<file path="src/rtl/adder_bcd_display.sv">
// Adds two unsigned switch operands and shows the sum on a multiplexed
// seven-segment display, in hexadecimal or decimal (double-dabble BCD).
// A conversion is launched whenever the registered operands or mode change.
module adder_bcd_display #(
  parameter int WIDTH       = 8,
  parameter int DIGITS      = 4,
  parameter int REFRESH_DIV = 100000
) (
  input  logic              clk,
  input  logic              rst,
  input  logic [WIDTH-1:0]  A,
  input  logic [WIDTH-1:0]  B,
  input  logic              mode,
  output logic [6:0]        seg,
  output logic [DIGITS-1:0] an,
  output logic              dp,
  output logic              carry,
  output logic              busy
);

  localparam int SW    = WIDTH + 1;
  localparam int BCD_N = SW / 3 + 1;
  localparam int HEX_N = (SW + 3) / 4;
  localparam int NN    = (BCD_N > HEX_N) ? BCD_N : HEX_N;
  localparam int ND    = (NN > DIGITS) ? NN : DIGITS;
  localparam int CW    = $clog2(SW);
  localparam int PRW   = $clog2(REFRESH_DIV);
  localparam int IW    = (DIGITS > 1) ? $clog2(DIGITS) : 1;

  typedef enum logic [1:0] {IDLE, CONV, LOAD} state_t;

  // One double-dabble step: add 3 to every BCD digit >= 5, then shift in a bit.
  function automatic logic [4*NN-1:0] dd_step(input logic [4*NN-1:0] bcd,
                                               input logic bit_in);
    logic [4*NN-1:0] adj;
    adj = bcd;
    for (int i = 0; i < NN; i++) begin
      if (adj[4*i +: 4] >= 4'd5) adj[4*i +: 4] = adj[4*i +: 4] + 4'd3;
    end
    return {adj[4*NN-2:0], bit_in};
  endfunction

  // Active-low segment pattern; bit 4 of the code requests a blank digit.
  function automatic logic [6:0] seg_enc(input logic [4:0] code);
    logic [6:0] s;
    if (code[4]) begin
      s = 7'h7F;
    end else begin
      case (code[3:0])
        4'h0: s = 7'h40;  4'h1: s = 7'h79;  4'h2: s = 7'h24;  4'h3: s = 7'h30;
        4'h4: s = 7'h19;  4'h5: s = 7'h12;  4'h6: s = 7'h02;  4'h7: s = 7'h78;
        4'h8: s = 7'h00;  4'h9: s = 7'h10;  4'hA: s = 7'h08;  4'hB: s = 7'h03;
        4'hC: s = 7'h46;  4'hD: s = 7'h21;  4'hE: s = 7'h06;  default: s = 7'h0E;
      endcase
    end
    return s;
  endfunction

  // Input stage and conversion datapath (no reset needed)
  logic [WIDTH-1:0] a_q, b_q;
  logic             mode_q;
  logic [SW-1:0]    sum_q, sum_d, bin_q, bin_d;
  logic [4*NN-1:0]  bcd_q, bcd_d;

  // Control state
  state_t           state_q, state_d;
  logic [WIDTH-1:0] snap_a_q, snap_a_d, snap_b_q, snap_b_d;
  logic             snap_mode_q, snap_mode_d;
  logic [CW-1:0]    cnt_q, cnt_d;
  logic [4:0]       dig_q [DIGITS];
  logic [4:0]       dig_d [DIGITS];
  logic             trunc_q, trunc_d, carry_q, carry_d, busy_q, busy_d;
  logic [PRW-1:0]   presc_q, presc_d;
  logic [IW-1:0]    idx_q, idx_d;
  logic [6:0]       seg_q, seg_d;
  logic [DIGITS-1:0] an_q, an_d;
  logic             dp_q, dp_d;

  // Result unpacking helpers
  logic [4*ND-1:0]  src_w;
  logic             seen_w, ld_trunc;
  logic [4:0]       ld_dig [DIGITS];
  logic             start_w;

  // Pick hex nibbles or BCD digits of the finished conversion, with blanking and truncation
  always_comb begin
    src_w    = snap_mode_q ? (4*ND)'(bcd_q) : (4*ND)'(sum_q);
    seen_w   = 1'b0;
    ld_trunc = 1'b0;
    for (int i = ND - 1; i >= DIGITS; i--) begin
      seen_w   = seen_w | (src_w[4*i +: 4] != 4'd0);
      ld_trunc = ld_trunc | (src_w[4*i +: 4] != 4'd0);
    end
    for (int i = DIGITS - 1; i >= 0; i--) begin
      seen_w    = seen_w | (src_w[4*i +: 4] != 4'd0);
      ld_dig[i] = {snap_mode_q & ~seen_w & (i != 0), src_w[4*i +: 4]};
    end
  end

  // Next-state logic: conversion FSM, scan counters and output patterns
  always_comb begin
    state_d     = state_q;
    snap_a_d    = snap_a_q;
    snap_b_d    = snap_b_q;
    snap_mode_d = snap_mode_q;
    sum_d       = sum_q;
    bin_d       = bin_q;
    bcd_d       = bcd_q;
    cnt_d       = cnt_q;
    dig_d       = dig_q;
    trunc_d     = trunc_q;
    carry_d     = carry_q;

    // A pending change launched from LOAD keeps busy high with no idle gap.
    start_w = (state_q != CONV) &&
              ({a_q, b_q, mode_q} != {snap_a_q, snap_b_q, snap_mode_q});

    case (state_q)
      CONV: begin
        bin_d = {bin_q[SW-2:0], 1'b0};
        bcd_d = dd_step(bcd_q, bin_q[SW-1]);
        cnt_d = cnt_q + 1'b1;
        if (cnt_q == CW'(SW - 1)) state_d = LOAD;
      end
      LOAD: begin
        dig_d   = ld_dig;
        trunc_d = ld_trunc;
        carry_d = sum_q[SW-1];
        state_d = IDLE;
      end
      default: ;
    endcase

    if (start_w) begin
      state_d     = CONV;
      snap_a_d    = a_q;
      snap_b_d    = b_q;
      snap_mode_d = mode_q;
      sum_d       = {1'b0, a_q} + {1'b0, b_q};
      bin_d       = {1'b0, a_q} + {1'b0, b_q};
      bcd_d       = '0;
      cnt_d       = '0;
    end

    busy_d = (state_d != IDLE);

    presc_d = presc_q + 1'b1;
    idx_d   = idx_q;
    if (presc_q == PRW'(REFRESH_DIV - 1)) begin
      presc_d = '0;
      idx_d   = (idx_q == IW'(DIGITS - 1)) ? '0 : idx_q + 1'b1;
    end

    // Outputs follow the next digit register so new results appear on the LOAD edge.
    an_d  = ~(DIGITS'(1) << idx_d);
    seg_d = seg_enc(dig_d[idx_d]);
    dp_d  = ~((idx_d == '0) & trunc_d);
  end

  // Input stage and conversion datapath registers
  always_ff @(posedge clk) begin
    a_q    <= A;
    b_q    <= B;
    mode_q <= mode;
    sum_q  <= sum_d;
    bin_q  <= bin_d;
    bcd_q  <= bcd_d;
  end

  // Control, result and display registers with synchronous reset
  always_ff @(posedge clk) begin
    if (rst) begin
      state_q     <= IDLE;
      snap_a_q    <= '0;
      snap_b_q    <= '0;
      snap_mode_q <= 1'b0;
      cnt_q       <= '0;
      for (int i = 0; i < DIGITS; i++) dig_q[i] <= '0;
      trunc_q     <= 1'b0;
      carry_q     <= 1'b0;
      busy_q      <= 1'b0;
      presc_q     <= '0;
      idx_q       <= '0;
      seg_q       <= 7'h7F;
      an_q        <= '1;
      dp_q        <= 1'b1;
    end else begin
      state_q     <= state_d;
      snap_a_q    <= snap_a_d;
      snap_b_q    <= snap_b_d;
      snap_mode_q <= snap_mode_d;
      cnt_q       <= cnt_d;
      dig_q       <= dig_d;
      trunc_q     <= trunc_d;
      carry_q     <= carry_d;
      busy_q      <= busy_d;
      presc_q     <= presc_d;
      idx_q       <= idx_d;
      seg_q       <= seg_d;
      an_q        <= an_d;
      dp_q        <= dp_d;
    end
  end

  assign seg   = seg_q;
  assign an    = an_q;
  assign dp    = dp_q;
  assign carry = carry_q;
  assign busy  = busy_q;

endmodule

</file>
<file path="config.mk">
export PLATFORM = sky130hd
export DESIGN_NAME = adder_bcd_display
export DESIGN_NICKNAME = d
export VERILOG_FILES = /design/src/rtl/adder_bcd_display.sv
export SDC_FILE = /design/constraint.sdc
export NUM_CORES = 1
export LEC_CHECK = 0
export ABC_AREA = 1
export CORE_MARGIN = 1
export CORE_UTILIZATION = 25
export CTS_CLUSTER_SIZE = 16
export DETAILED_ROUTE_END_ITERATION = 7
export PLACE_DENSITY = 0.43
export SYNTH_ARGS = -nofsm -noshare
export SYNTH_HDL_FRONTEND = slang
export SYNTH_SLANG_ARGS = --single-unit
</file>
<file path="constraint.sdc">
create_clock -name clk -period 2.6 [get_ports clk]
set_clock_uncertainty 0.05 [all_clocks]
set_input_delay 0.26 -clock clk [delete_from_list [all_inputs] [get_ports clk]]
set_output_delay 0.26 -clock clk [all_outputs]
set_load 0.005 [all_outputs]
</file>
Word level (Yosys, flattened, before mapping)
Memory sizes are Yosys's and may differ from the RTL's. A register that Yosys moved wholly into a read port is not among the register bits.
Index checks and enable logic that the tools add are counted.
{"block": "op_classes", "add_sub_neg": 8, "n_lt_le_gt_ge": 5, "eq_ne": 7, "shift": 1, "mux": 17, "n_bitwise": 12, "n_reduce_logical": 10}
{"operator": "$mux 20", "n": 1}
{"operator": "$mux 9", "n": 2}
{"operator": "$add 17x1->17 const B", "n": 1}
{"operator": "$eq 17x17->1 const B", "n": 1}
{"operator": "$ne 17x17->1", "n": 1}
{"operator": "$ge 4x3->1 const B", "n": 4}
{"operator": "$mux 16", "n": 1}
{"operator": "$add 4x2->4 const B", "n": 3}
{"operator": "$mux 4", "n": 3}
{"operator": "$reduce_bool 4->1", "n": 3}
{"operator": "$bmux 5 s2", "n": 1}
{"operator": "$mux 5", "n": 2}
{"operator": "$add 8x8->9", "n": 1}
{"operator": "$mux 2", "n": 4}
{"operator": "$reduce_or 2->1", "n": 3}
{"operator": "$add 4x1->4 const B", "n": 1}
{"operator": "$and 1x1->1", "n": 4}
{"operator": "$eq 2x2->1 const B", "n": 2}
{"operator": "$eq 4x4->1 const B", "n": 1}
{"operator": "$not 1->1", "n": 4}
{"operator": "$not 4->4", "n": 1}
{"operator": "$pmux 2 s2", "n": 1}
{"operator": "$reduce_bool 2->1", "n": 2}
{"operator": "$shl 1x2->4 const A", "n": 1}
{"operator": "other kinds (11)", "n": 12}
{"block": "totals", "regBits": 121, "romBits": 112, "in_bits": 19, "out_inout_bits": 14, "wordCells": 83, "mem_count": 1}
{"memory": "(name not given)", "depth": 16, "word_bits": 7, "read_ports": 1, "rd_ports_with_merged_regs": 1, "wr": 0, "line_no": "49", "rtl": "case (code[3:0])"}

Logic depth before layout (Yosys ltp)
{"block": "logic_depth", "ltp_word": 11, "ltp_mapped": 18, "depth_no_buf": 17}

Worst setup path before layout
No wires, ideal clock.
{"block": "synth_path", "kind": "register to register", "start": "register presc_q[0]", "end": "register seg_q[0] (netlist: seg[0])", "setup_ps": 121, "arrival_ps": 2112, "required_time_ps": 2429, "path_slack_ps": 317, "path_stages_with_launch": 17, "n_path_buf": 1, "cell_sequence": "dfxtp_1 > ha_1 > nand3_2 > nor2_4 > nand4_4 > nand2_4 > buf_8 > nand2_1 > nand2_1 > nand2_1 > nand2_1 > inv_2 > ha_1 > inv_1 > nand3_1 > nand3_1 > nand3_1"}
{"block": "synth_between", "elab_chain_cells": 7}
{"item": "start, declared", "line_no": "73", "rtl": "logic [PRW-1:0] presc_q, presc_d;"}
{"item": "start signal, assigned", "line_no": "197", "rtl": "presc_q <= presc_d;"}
{"item": "$eq 17x17->1 (*)", "line_no": "149", "rtl": "if (presc_q == PRW'(REFRESH_DIV - 1)) begin"}
{"item": "$mux 2 (*)", "line_no": "149"}
{"item": "$not 2->3 (not written as such) (*)", "line_no": "156", "rtl": "seg_d = seg_enc(dig_d[idx_d]);"}
{"item": "$bmux 5 s2 (*)", "line_no": "156"}
{"item": "$mux 5 (not written as such) (*) (2 in a row)", "line_no": "156"}
{"item": "$reduce_or 2->1 (no source line)"}
{"item": "end, declared", "line_no": "75", "rtl": "logic [6:0] seg_q, seg_d;"}
Mark *: on every way between the ends. The rest lies on a longest branch, timed or not. The select of a mux whose other input is x is not followed.
A chain may end at the register's enable or synchronous reset.

Worst setup path after layout
{"block": "layout_path", "start": "register presc_q[0]", "end": "register seg_q[3] (netlist: seg[3])"}
The elaborated chain is that of the path after synthesis.

==> results.toml <==
[worst_setup_path]
worst-r2r-cell-count = 16
r2r-end = "seg[3]"
worstPathArrival_ns = 2.71
worst-setup-path-type = "reg -> reg"
start_kind = "flop"
reg2reg_slack_ns = 0.20
path_cells = "ha_1, nand3_2, nor2_4, nand4_4, buf_4, nand2_4, nor2_4, nand2_1, nand2_1, nor2_1, buf_4, ha_1, nand3_1, nand2_1, nand2_1, nand3_1"
worst-path-max-fanout = 6
worstPathRequired_ns = 2.91
crit_path_end_kind = "flop"
crit_top_cell = "nand2_1"
cp_slowest_stage_delay_ns = 0.35
cpMaxStageDelayCell = "dfxtp_1"
r2r-start = "presc_q[0]"

[global_route]
top_usage_layer = "met2"
grt_pass1_wl_mm = 24.1
overflow = 0
grt_max_degree = 27
met3_usage_pct = 3.08
grt_usage_pct = 12.4
grtUsageMet2_pct = 20.0
use_met1_pct = 16.2
grt_pass1_vias = 4745
antenna_found_initial = 0

[die]
io_pins = 33
start_util_pct = 25.7
fp-row-count = 56
die_w_microns = 158
core_sq_um = 23800
die_area_sq_um = 25100
die_h_microns = 158

[yosys]
async_flop_share_pct = 0
syn_nets = 818
synth_area_leaders = "dfxtp_1 (36%), edfxtp_1 (8.8%), nand2_1 (8.5%)"
synth-edff-count = 18
netlist_area_sq_um = 6110
synthDistinctLibCells = 47
synth_top_area_share_pct = 36.0
syn_avg_cell_area_sq_um = 7.94
yosys.area.top_type = "dfxtp_1"
yosysMostFrequentCell = "nand2_1"
ys_ff_latch = 128
synth-main-ff-cell = "dfxtp_1"
syn_inst = 770
synth_warnings = 0
yosys-top-cells-count = "nand2_1 (139), dfxtp_1 (110), nor2_1 (95), inv_1 (89), o21ai_0 (64)"
yosysSeqAreaShare_pct = 44.9

[clock_tree]
cts_tree = "built"
clk_pin_slew_ns = 0.06
htreeDepth = 4
clk_latency_ns = 0.42
cts_buffer_depth = 2
ctsHoldBuffers = 0
clockRootBuffer = "clkbuf_16"
cts.sinks = 128
cts_buffers = 17

[sta]
hold_ws_ns = 0.229
fmax_ghz = 0.416
post-route-period-util_pct = 92.4
final_hold_viol_count = 0
slew_viol_final = 0
worst_slew_margin_rel_pct = 59.6
fin_crit_ns = 2.40
setup_viol = 0
worst_pin_slew_ns = 0.604

[worst_hold_path]
worstHoldPathType = "in -> reg"
min_from = "A[3]"
hold_path_depth = 1
min_to = "a_q[3]"

[routing]
wirelength_mm = 14.0
first_pass_iters = 4
vias = 4817
dr.first_iter.drc_count = 255
viasPerCell = 4.17
ant_nets = 0
route.detailed.drc = 0
wl_per_cell_microns = 12.1

[outcome]
outcome = "completed"

[placed_design]
post-dp-hpwl_mm = 10.2
gp_congestion = 0.799
port_buffers = 32

[final_layout]
insertedDiodeCount = 0
syn_to_final_growth_pct = 23.6
layout-drive-gt1-share_pct = 11.7
design.final.nets = 870
fillerInstances = 2540

[job]
cap_violations = 0

[power]
power_density_nw_per_um2 = 661
power.leakage_nw = 3.16
irDropWorstVdd_mv = 0.261
total_power_mw = 4.99
[power by group]
| group | switching [mW] | internal, mW |
|---|---|---|
| logic | 0.210 | 0.158 |
| registers | 0.0611 | 2.13 |
| clock network | 0.988 | 1.44 |
[layout make-up]
class	count	area [sq um]	share of cell area, %
multi-input combinational	524	2940	39.0
sequential	128	2740	36.3
timing repair buffer	56	513	6.79
clock buffer	17	425	5.63
tap	319	399	5.29
inverter	95	357	4.72
clock inverter	15	170	2.25
[sequential cells by signal, indices dropped and copies added, names as in the netlist, 8 cells and up]
register	count
b_q	8
a_q	8
dig_q	20
bcd_q	16
bin_q	9
snap_a_q	8
sum_q	9
snap_b_q	8
presc_q	17
[cells in the final DEF (no fill, tap or decap), drive strengths merged, types with 2 or more instances in the layout]
| cell type | n |
|---|---|
| o21ai | 66 |
| o31ai | 3 |
| nor2 | 101 |
| o211ai | 4 |
| dfxtp | 110 |
| ha | 28 |
| clkdlybuf4s50 | 32 |
| o32ai | 3 |
| edfxtp | 18 |
| bufinv | 2 |
| nand3b | 2 |
| inv | 104 |
| xnor2 | 8 |
| nand4 | 7 |
| nor3 | 12 |
| clkinv | 3 |
| or2 | 8 |
| o21a | 5 |
| xor2 | 20 |
| o21bai | 2 |
| nor4 | 3 |
| buf | 24 |
| nor3b | 3 |
| nand2 | 155 |
| o22ai | 2 |
| nand3 | 51 |
| clkbuf | 17 |
| a21oi | 35 |
[per-stage QoR]
stage | setup slack, ns | setup TNS [ns] | util (%) | cell area (sq um) | std cells
after floorplan | 0.317 | 0 | - | 6110 | 770
after global placement | 0.135 | 0 | 28.9 | 6880 | 1117
after detailed placement | 0.122 | 0 | 28.9 | 6880 | 1117
after CTS | 0.116 | 0 | 31.5 | 7470 | 1149
after global routing | -0.00350 | -0.00350 | 31.8 | 7550 | 1154
final | 0.199 | 0 | 31.8 | 7550 | 1154
[worst max-delay path, delay by kind of cell (launching register included)]
family / cells / cell delay (ns)
simple gates: 12 / 1.23
flops: 1 / 0.35
fa+ha+maj: 2 / 0.36
buf+inv: 2 / 0.37
[cell families (layout without fill, tap and decap cells)]
family                     count (synthesis)  count (layout)  synth area share, %
xor gates and xnor gates                  28              28                 4.01
DFF                                      128             128                 44.9
adders and majority gates                 29              29                 6.06
buffers and inverters                    119             183                 7.76
AOI/OAI and AO/OA                        123             123                 11.0
and+or+nand+nor                          343             344                 26.3
[how the worst max path moves through the flow]
| stage | from | end | slack, ns | cells after the start |
|---|---|---|---|---|
| 4_1_cts | presc_q[0] | seg[3] | 0.12 | 15 |
| 3_5_place_dp | presc_q[0] | seg[3] | 0.12 | 15 |
| 5_1_grt | presc_q[0] | seg[0] | -0.003 | 16 |
| 3_3_place_gp | presc_q[0] | seg[3] | 0.14 | 15 |
| 2_1_floorplan | presc_q[0] | seg[0] | 0.32 | 16 |
| 6_report | presc_q[0] | seg[3] | 0.20 | 16 |
[per-layer routing]
layer	up-vias	part of all wire [%]
met3	9	3.0
met2	44	46
li1	2597	-
met1	2167	50
met4	0	0.99
met5	-	0
[timing repair]
action                     4_1_cts  5_1_grt
hold endpoints to repair         0        0
setup endpoints to repair        0        5
buffers inserted                 0        4
resized for setup                0        8
No activity file was read; power rests on OpenSTA's default activity.
